<file path="config.mk">
export PLATFORM = sky130hd
export DESIGN_NAME = axis_deheaderizer
export DESIGN_NICKNAME = d
export VERILOG_FILES = /design/src/rtl/axis_deheaderizer.sv
export SDC_FILE = /design/constraint.sdc
export NUM_CORES = 1
export LEC_CHECK = 0
export BUFFER_PORTS_ARGS = -buffer_cell sky130_fd_sc_hd__buf_2
export CELL_PAD_IN_SITES_DETAIL_PLACEMENT = 0
export CELL_PAD_IN_SITES_GLOBAL_PLACEMENT = 2
export CORE_ASPECT_RATIO = 0.5
export CORE_MARGIN = 2
export CORE_UTILIZATION = 36
export DETAILED_ROUTE_END_ITERATION = 8
export PLACE_DENSITY_LB_ADDON = 0.2
export SLEW_MARGIN = 25
export SYNTH_ARGS = -nofsm -noshare
export SYNTH_HDL_FRONTEND = slang
export SYNTH_SLANG_ARGS = --single-unit
</file>
<file path="constraint.sdc">
create_clock -name clk_i -period 1.77 [get_ports clk_i]
set_input_delay 0.354 -clock clk_i [delete_from_list [all_inputs] [get_ports clk_i]]
set_output_delay 0.354 -clock clk_i [all_outputs]
set_load 0.05 [all_outputs]
</file>
<file path="src/rtl/axis_deheaderizer.sv">
// ---------------------------------------------------------------------------
// axis_deheaderizer
//
// Receive-side header stripper. Each incoming packet is one header flit
// followed by one or more data flits. The header carries
// {pad, first_last, TDEST, TID, TUSER} packed from bit 0 upwards. The block
// removes that header flit and forwards the data flits. Each data flit gets
// the recovered TDEST/TID/TUSER attached as sidechannels. Output flits pass
// through a 2-entry skid buffer, so every sides_* output comes straight from
// a register.
//
// Ports
//   clk_i          clock
//   rst_ni         asynchronous reset, active low
//   hdr_TDATA_i    headered stream data
//   hdr_TKEEP_i    byte enables (ignored on the header flit)
//   hdr_TLAST_i    end of packet
//   hdr_TVALID_i   input valid
//   hdr_TREADY_o   input ready
//   sides_TDATA_o  payload data
//   sides_TKEEP_o  payload byte enables
//   sides_TLAST_o  payload last
//   sides_TDEST_o  recovered destination
//   sides_TID_o    recovered id
//   sides_TUSER_o  recovered user bits
//   sides_TVALID_o output valid
//   sides_TREADY_i output ready
//   err_o          one-cycle pulse for a malformed header or packet
// ---------------------------------------------------------------------------
module axis_deheaderizer #(
    parameter int DATA_WIDTH = 64,
    parameter int DEST_WIDTH = 16,
    parameter int ID_WIDTH   = 16,
    parameter int USER_WIDTH = 8
) (
    input  logic                    clk_i,
    input  logic                    rst_ni,
    input  logic [DATA_WIDTH-1:0]   hdr_TDATA_i,
    input  logic [DATA_WIDTH/8-1:0] hdr_TKEEP_i,
    input  logic                    hdr_TLAST_i,
    input  logic                    hdr_TVALID_i,
    output logic                    hdr_TREADY_o,
    output logic [DATA_WIDTH-1:0]   sides_TDATA_o,
    output logic [DATA_WIDTH/8-1:0] sides_TKEEP_o,
    output logic                    sides_TLAST_o,
    output logic [DEST_WIDTH-1:0]   sides_TDEST_o,
    output logic [ID_WIDTH-1:0]     sides_TID_o,
    output logic [USER_WIDTH-1:0]   sides_TUSER_o,
    output logic                    sides_TVALID_o,
    input  logic                    sides_TREADY_i,
    output logic                    err_o
);

    localparam int KEEP_WIDTH  = DATA_WIDTH / 8;
    localparam int HDR_BITS    = 1 + DEST_WIDTH + ID_WIDTH + USER_WIDTH;
    localparam int FL_BIT      = USER_WIDTH + ID_WIDTH + DEST_WIDTH;
    localparam int ENTRY_WIDTH = DATA_WIDTH + KEEP_WIDTH + 1 + DEST_WIDTH + ID_WIDTH + USER_WIDTH;

    typedef enum logic {
        WAIT_HDR,
        PASS
    } state_t;

    state_t                 state_q;
    logic                   readyEn_q;
    logic [DEST_WIDTH-1:0]  dest_q;
    logic [ID_WIDTH-1:0]    id_q;
    logic [USER_WIDTH-1:0]  user_q;
    logic                   firstLast_q;
    logic                   firstPending_q;
    logic                   err_q;

    logic [ENTRY_WIDTH-1:0] out_q;
    logic                   outValid_q;
    logic [ENTRY_WIDTH-1:0] skid_q;
    logic                   skidValid_q;

    logic                   handshake;
    logic                   push;
    logic                   pop;
    logic [DATA_WIDTH-1:0]  padBits;
    logic [ENTRY_WIDTH-1:0] inEntry;

    // Ready depends only on registers. The skid slot being occupied means
    // both entries are full. A pop in that same cycle does not reopen the
    // input until the next cycle. readyEn_q keeps the input closed during
    // reset and for the cycle of release.
    assign hdr_TREADY_o = readyEn_q & ((state_q == WAIT_HDR) | ~skidValid_q);
    assign handshake    = hdr_TVALID_i & hdr_TREADY_o;
    assign push         = handshake & (state_q == PASS);
    assign pop          = outValid_q & sides_TREADY_i;

    // Everything above first_last is pad. An empty pad field shifts to zero.
    assign padBits = hdr_TDATA_i >> HDR_BITS;
    assign inEntry = {hdr_TDATA_i, hdr_TKEEP_i, hdr_TLAST_i, dest_q, id_q, user_q};

    assign {sides_TDATA_o, sides_TKEEP_o, sides_TLAST_o,
            sides_TDEST_o, sides_TID_o, sides_TUSER_o} = out_q;
    assign sides_TVALID_o = outValid_q;
    assign err_o          = err_q;

    // Packet framing FSM. A header handshake latches the sidechannels and
    // flags the header errors (nonzero pad, TLAST on the header). The first
    // data flit is then compared against the latched first_last bit. The
    // error flag is a one-cycle registered pulse and never stalls data.
    always_ff @(posedge clk_i or negedge rst_ni) begin
        if (!rst_ni) begin
            state_q        <= WAIT_HDR;
            readyEn_q      <= 1'b0;
            dest_q         <= '0;
            id_q           <= '0;
            user_q         <= '0;
            firstLast_q    <= 1'b0;
            firstPending_q <= 1'b0;
            err_q          <= 1'b0;
        end else begin
            readyEn_q <= 1'b1;
            err_q     <= 1'b0;
            if (handshake) begin
                case (state_q)
                    WAIT_HDR: begin
                        user_q         <= hdr_TDATA_i[USER_WIDTH-1:0];
                        id_q           <= hdr_TDATA_i[USER_WIDTH+ID_WIDTH-1:USER_WIDTH];
                        dest_q         <= hdr_TDATA_i[FL_BIT-1:USER_WIDTH+ID_WIDTH];
                        firstLast_q    <= hdr_TDATA_i[FL_BIT];
                        firstPending_q <= 1'b1;
                        err_q          <= (padBits != '0) | hdr_TLAST_i;
                        state_q        <= PASS;
                    end
                    PASS: begin
                        if (firstPending_q) begin
                            err_q          <= (hdr_TLAST_i != firstLast_q);
                            firstPending_q <= 1'b0;
                        end
                        if (hdr_TLAST_i) begin
                            state_q <= WAIT_HDR;
                        end
                    end
                    default: state_q <= WAIT_HDR;
                endcase
            end
        end
    end

    // Two-entry skid buffer. out_q feeds the outputs directly. skid_q holds
    // a second flit that arrived while out_q was stalled. When out_q frees
    // up, it refills from the skid slot first, so order is preserved. Each
    // entry carries its own sidechannels, so a new header can be latched
    // while older flits are still queued.
    always_ff @(posedge clk_i or negedge rst_ni) begin
        if (!rst_ni) begin
            out_q       <= '0;
            outValid_q  <= 1'b0;
            skid_q      <= '0;
            skidValid_q <= 1'b0;
        end else if (!outValid_q || pop) begin
            if (skidValid_q) begin
                out_q       <= skid_q;
                outValid_q  <= 1'b1;
                skidValid_q <= push;
                if (push) begin
                    skid_q <= inEntry;
                end
            end else begin
                outValid_q <= push;
                if (push) begin
                    out_q <= inEntry;
                end
            end
        end else if (push) begin
            skid_q      <= inEntry;
            skidValid_q <= 1'b1;
        end
    end

endmodule

</file>
==> flow_results.xml <==
<?xml version="1.0" encoding="UTF-8"?>
<metrics>
  <group name="global_routing">
    <metric name="grt_remaining_overflow" unit="">0</metric>
    <metric name="maximum_number_of_pins_on_one_net_before_global_route_repair" unit="">64</metric>
    <metric name="grt_pass1_wl" unit="mm">41.2</metric>
    <metric name="first_global_vias" unit="">7286</metric>
    <metric name="antenna_found_initial" unit="">1</metric>
    <metric name="grt_util_all_layers" unit="">0.156</metric>
  </group>
  <group name="power_and_ir_drop">
    <metric name="power" unit="µW">24800</metric>
    <metric name="power-per-cell-area" unit="mW/mm²">1690</metric>
    <metric name="leakagePower" unit="µW">0.00657</metric>
    <metric name="vdd_drop_max" unit="mV">0.957</metric>
  </group>
  <group name="timing">
    <metric name="layout_setup_ws" unit="ns">-0.0687</metric>
    <metric name="clock.fmax" unit="MHz">544</metric>
    <metric name="final_min_period_over_clock_period" unit="">1.04</metric>
    <metric name="final.setup_skew" unit="ns">0.0118</metric>
    <metric name="timing.final.crit_period" unit="ns">1.84</metric>
    <metric name="setup-violations-final" unit="">47</metric>
    <metric name="setup_repair_after_global_routing_missed_its_margin" unit="">yes</metric>
    <metric name="fin_tns_setup" unit="ns">-0.563</metric>
    <metric name="finalHoldViolCount" unit="">0</metric>
    <metric name="timing_max_transition_violations_final" unit="">0</metric>
  </group>
  <group name="worst_setup_path">
    <metric name="worstPathMaxFanout" unit="">3</metric>
    <metric name="worstPathRequired" unit="ns">1.42</metric>
    <metric name="worstPathBufferInverterCount" unit="">2</metric>
    <metric name="timing.critical_path.cells" unit="">buf_16, a21boi_4, buf_8</metric>
    <metric name="cp_slowest_stage_delay" unit="ns">0.51</metric>
    <metric name="crit_arrival" unit="ns">1.48</metric>
    <metric name="timing.critical_path.max_delay_family" unit="">flip-flops</metric>
    <metric name="path_class" unit="">reg -&gt; out</metric>
    <metric name="worst_setup_path_start_kind" unit="">flip-flop</metric>
    <metric name="critical_path.slowest_cell" unit="">dfrtp_4</metric>
    <metric name="cp-end-kind" unit="">output port</metric>
  </group>
  <group name="detailed_routing">
    <metric name="detail_route.first_pass.iterations" unit="">4</metric>
    <metric name="iteration_0_drc_markers" unit="">241</metric>
    <metric name="wl_per_cell" unit="µm">18.8</metric>
    <metric name="avgViaCountPerCell" unit="">4.77</metric>
    <metric name="post-route-drc-count" unit="">0</metric>
    <metric name="count_of_nets_left_with_antenna_violations_after_detail_routing" unit="">0</metric>
    <metric name="detailroute.via_count" unit="">6705</metric>
    <metric name="routed_wirelength" unit="mm">26.5</metric>
  </group>
  <group name="die">
    <metric name="die-area" unit="mm²">0.0335</metric>
    <metric name="coreArea" unit="mm²">0.0316</metric>
    <metric name="top_level_ports" unit="">193</metric>
    <metric name="initial_core_util" unit="">0.365</metric>
    <metric name="die_h" unit="µm">131</metric>
    <metric name="die_w" unit="µm">257</metric>
    <metric name="row_count" unit="">46</metric>
  </group>
  <group name="cells_and_area">
    <metric name="fillCellCount" unit="">2839</metric>
    <metric name="layout_commonest_cell" unit="">mux2_2</metric>
    <metric name="finalNetCount" unit="">1029</metric>
    <metric name="final_cells" unit="">1405</metric>
    <metric name="utilization" unit="">0.464</metric>
    <metric name="synthesis_to_layout_area_growth" unit="%">27.3</metric>
    <metric name="layout.cells.most_common_list" unit="">mux2_2 (295), dfrtp_1 (271), buf_2 (190)</metric>
    <metric name="final_layout_size_suffix_gt1_frac" unit="">0.611</metric>
    <metric name="layout.cell_area.non_filler" unit="mm²">0.0147</metric>
  </group>
  <group name="place">
    <metric name="dp_hpwl" unit="mm">16.6</metric>
    <metric name="gpl.final_weighted_congestion" unit="">0.719</metric>
    <metric name="portBuffers" unit="">192</metric>
    <metric name="dpl-instance-area" unit="mm²">0.0133</metric>
    <metric name="number_of_placed_instances_with_taps_included" unit="">1336</metric>
  </group>
  <group name="synth">
    <metric name="synthTopCellsByArea" unit="">dfrtp_1 (59%), mux2_2 (29%), mux2_1 (8.2%)</metric>
    <metric name="synth_top_area_frac" unit="">0.593</metric>
    <metric name="yosysWarningCount" unit="">0</metric>
    <metric name="synth_cell_types" unit="">27</metric>
    <metric name="yosys_register_bits" unit="">273</metric>
    <metric name="synthesis.area_per_instance" unit="µm²">15.9</metric>
    <metric name="yosysTopAreaCell" unit="">dfrtp_1</metric>
    <metric name="syn-num-nets" unit="">801</metric>
    <metric name="synth-seq-area-share" unit="">0.593</metric>
    <metric name="synth.cell_area" unit="mm²">0.0115</metric>
    <metric name="syn_inst" unit="">724</metric>
  </group>
  <group name="clock_tree">
    <metric name="cts_made_buffers" unit="">26</metric>
    <metric name="worst_setup_hold_path_clk_slew" unit="ns">0.06</metric>
    <metric name="cts.root.buffer_cell" unit="">clkbuf_16</metric>
    <metric name="cts_tree" unit="">built</metric>
    <metric name="clock_latency" unit="ns">0.54</metric>
    <metric name="cts_max_path_buffers" unit="">3</metric>
    <metric name="clock-sinks" unit="">273</metric>
    <metric name="cts.htree.levels" unit="">1</metric>
  </group>
  <group name="hold_path">
    <metric name="hold_class" unit="">in -&gt; reg</metric>
  </group>
  <group name="outcome">
    <metric name="failing_checks" unit="">negative setup slack</metric>
    <metric name="status" unit="">complete, but fails checks</metric>
  </group>
  <group name="flow_run">
    <metric name="max_capacitance_violation_count" unit="">0</metric>
  </group>
</metrics>
synthesized netlist by cell type, drive strengths merged:
cell type	count
conb	1
clkbuf	1
nand2	4
dfrtp	273
nand3	1
buf	41
nor2b	1
a221oi	1
mux2	379
a31oi	1
xor2	1
and4	1
a21boi	1
inv	2
nor2	2
nand3b	1
and3	1
nand2b	1
nor3	1
o21ai	2
a21oi	1
nor4	7
area by class of cell:
class | count | area, µm² | share of cell area
diodes | 2 | 5.00 | 0.000341
clock buffers | 39 | 791 | 0.0539
clock inverters | 8 | 95.1 | 0.00648
inverters | 2 | 7.51 | 0.000512
multi-input cells | 407 | 4500 | 0.307
flip-flops and latches | 273 | 6840 | 0.466
well taps | 432 | 541 | 0.0368
repair buffers | 242 | 1890 | 0.129
worst paths after layout:
path / startpoint / depth (start not counted) / end / slack (ns)
min in group asynchronous: rst_ni / 2 / out_q[105] / 0.30
min reg2reg: skid_q[78] / 1 / skid_q[78] / 0.48
max in group asynchronous: rst_ni / 3 / skid_q[78] / 0.78
max reg2reg: skidValid_q / 6 / skid_q[22] / -0.03
min: hdr_TKEEP_i[1] / 2 / skid_q[42] / 0.04
max: skidValid_q / 3 / hdr_TREADY_o / -0.07
repair_timing:
action | 4_1_cts | 5_1_grt
hold buffers | 1 | 0
setup endpoints to repair | 78 | 120
resized for setup | 8 | 22
gates cloned | 4 | 10
setup buffers | 5 | 1
pin swaps | 1 | 0
endpoints found under the hold margin | 36 | 0
kinds of logic after synthesis:
logic type	Yosys count	synth area share
multiplexers	379	0.370
flip-flops	273	0.593
buffers and inverters	44	0.0214
AND/OR/NAND/NOR	20	0.0110
AO/OA/AOI/OAI	6	0.00326
XOR/XNOR	1	0.000760
other	1	0.000325
through the flow:
stage	setup WS, ns	hold WS, ns
3_5_place_dp	-0.0215	0.282
6_report	-0.0687	0.0396
2_1_floorplan	0.00441	0.0584
5_1_grt	-0.124	0.0340
3_3_place_gp	0.00901	0.280
4_1_cts	-0.115	0.0113
state kept, by name, indices dropped and copies added, names as in the netlist, 8 cells and up:
name / flops
dest_q: 16
id_q: 16
out_q: 113
skid_q: 113
user_q: 8
routing by layer:
| metal | track usage | part of all wire | routed length, µm |
|---|---|---|---|
| met1 | 0.215 | 0.48 | 12700 |
| met2 | 0.259 | 0.47 | 12400 |
| met3 | 0.0307 | 0.034 | 899 |
| met4 | 0.0363 | 0.017 | 460 |
| met5 | 0 | 0 | 0 |
report_power, final:
part           internal [µW]  switching (µW)  leakage, µW
combinational           3240            5580      0.00283
clock                   3370            2420     0.000433
sequential              8830            1340      0.00331
total                  15400            9340      0.00657
No activity file was read; power rests on OpenSTA's default activity.
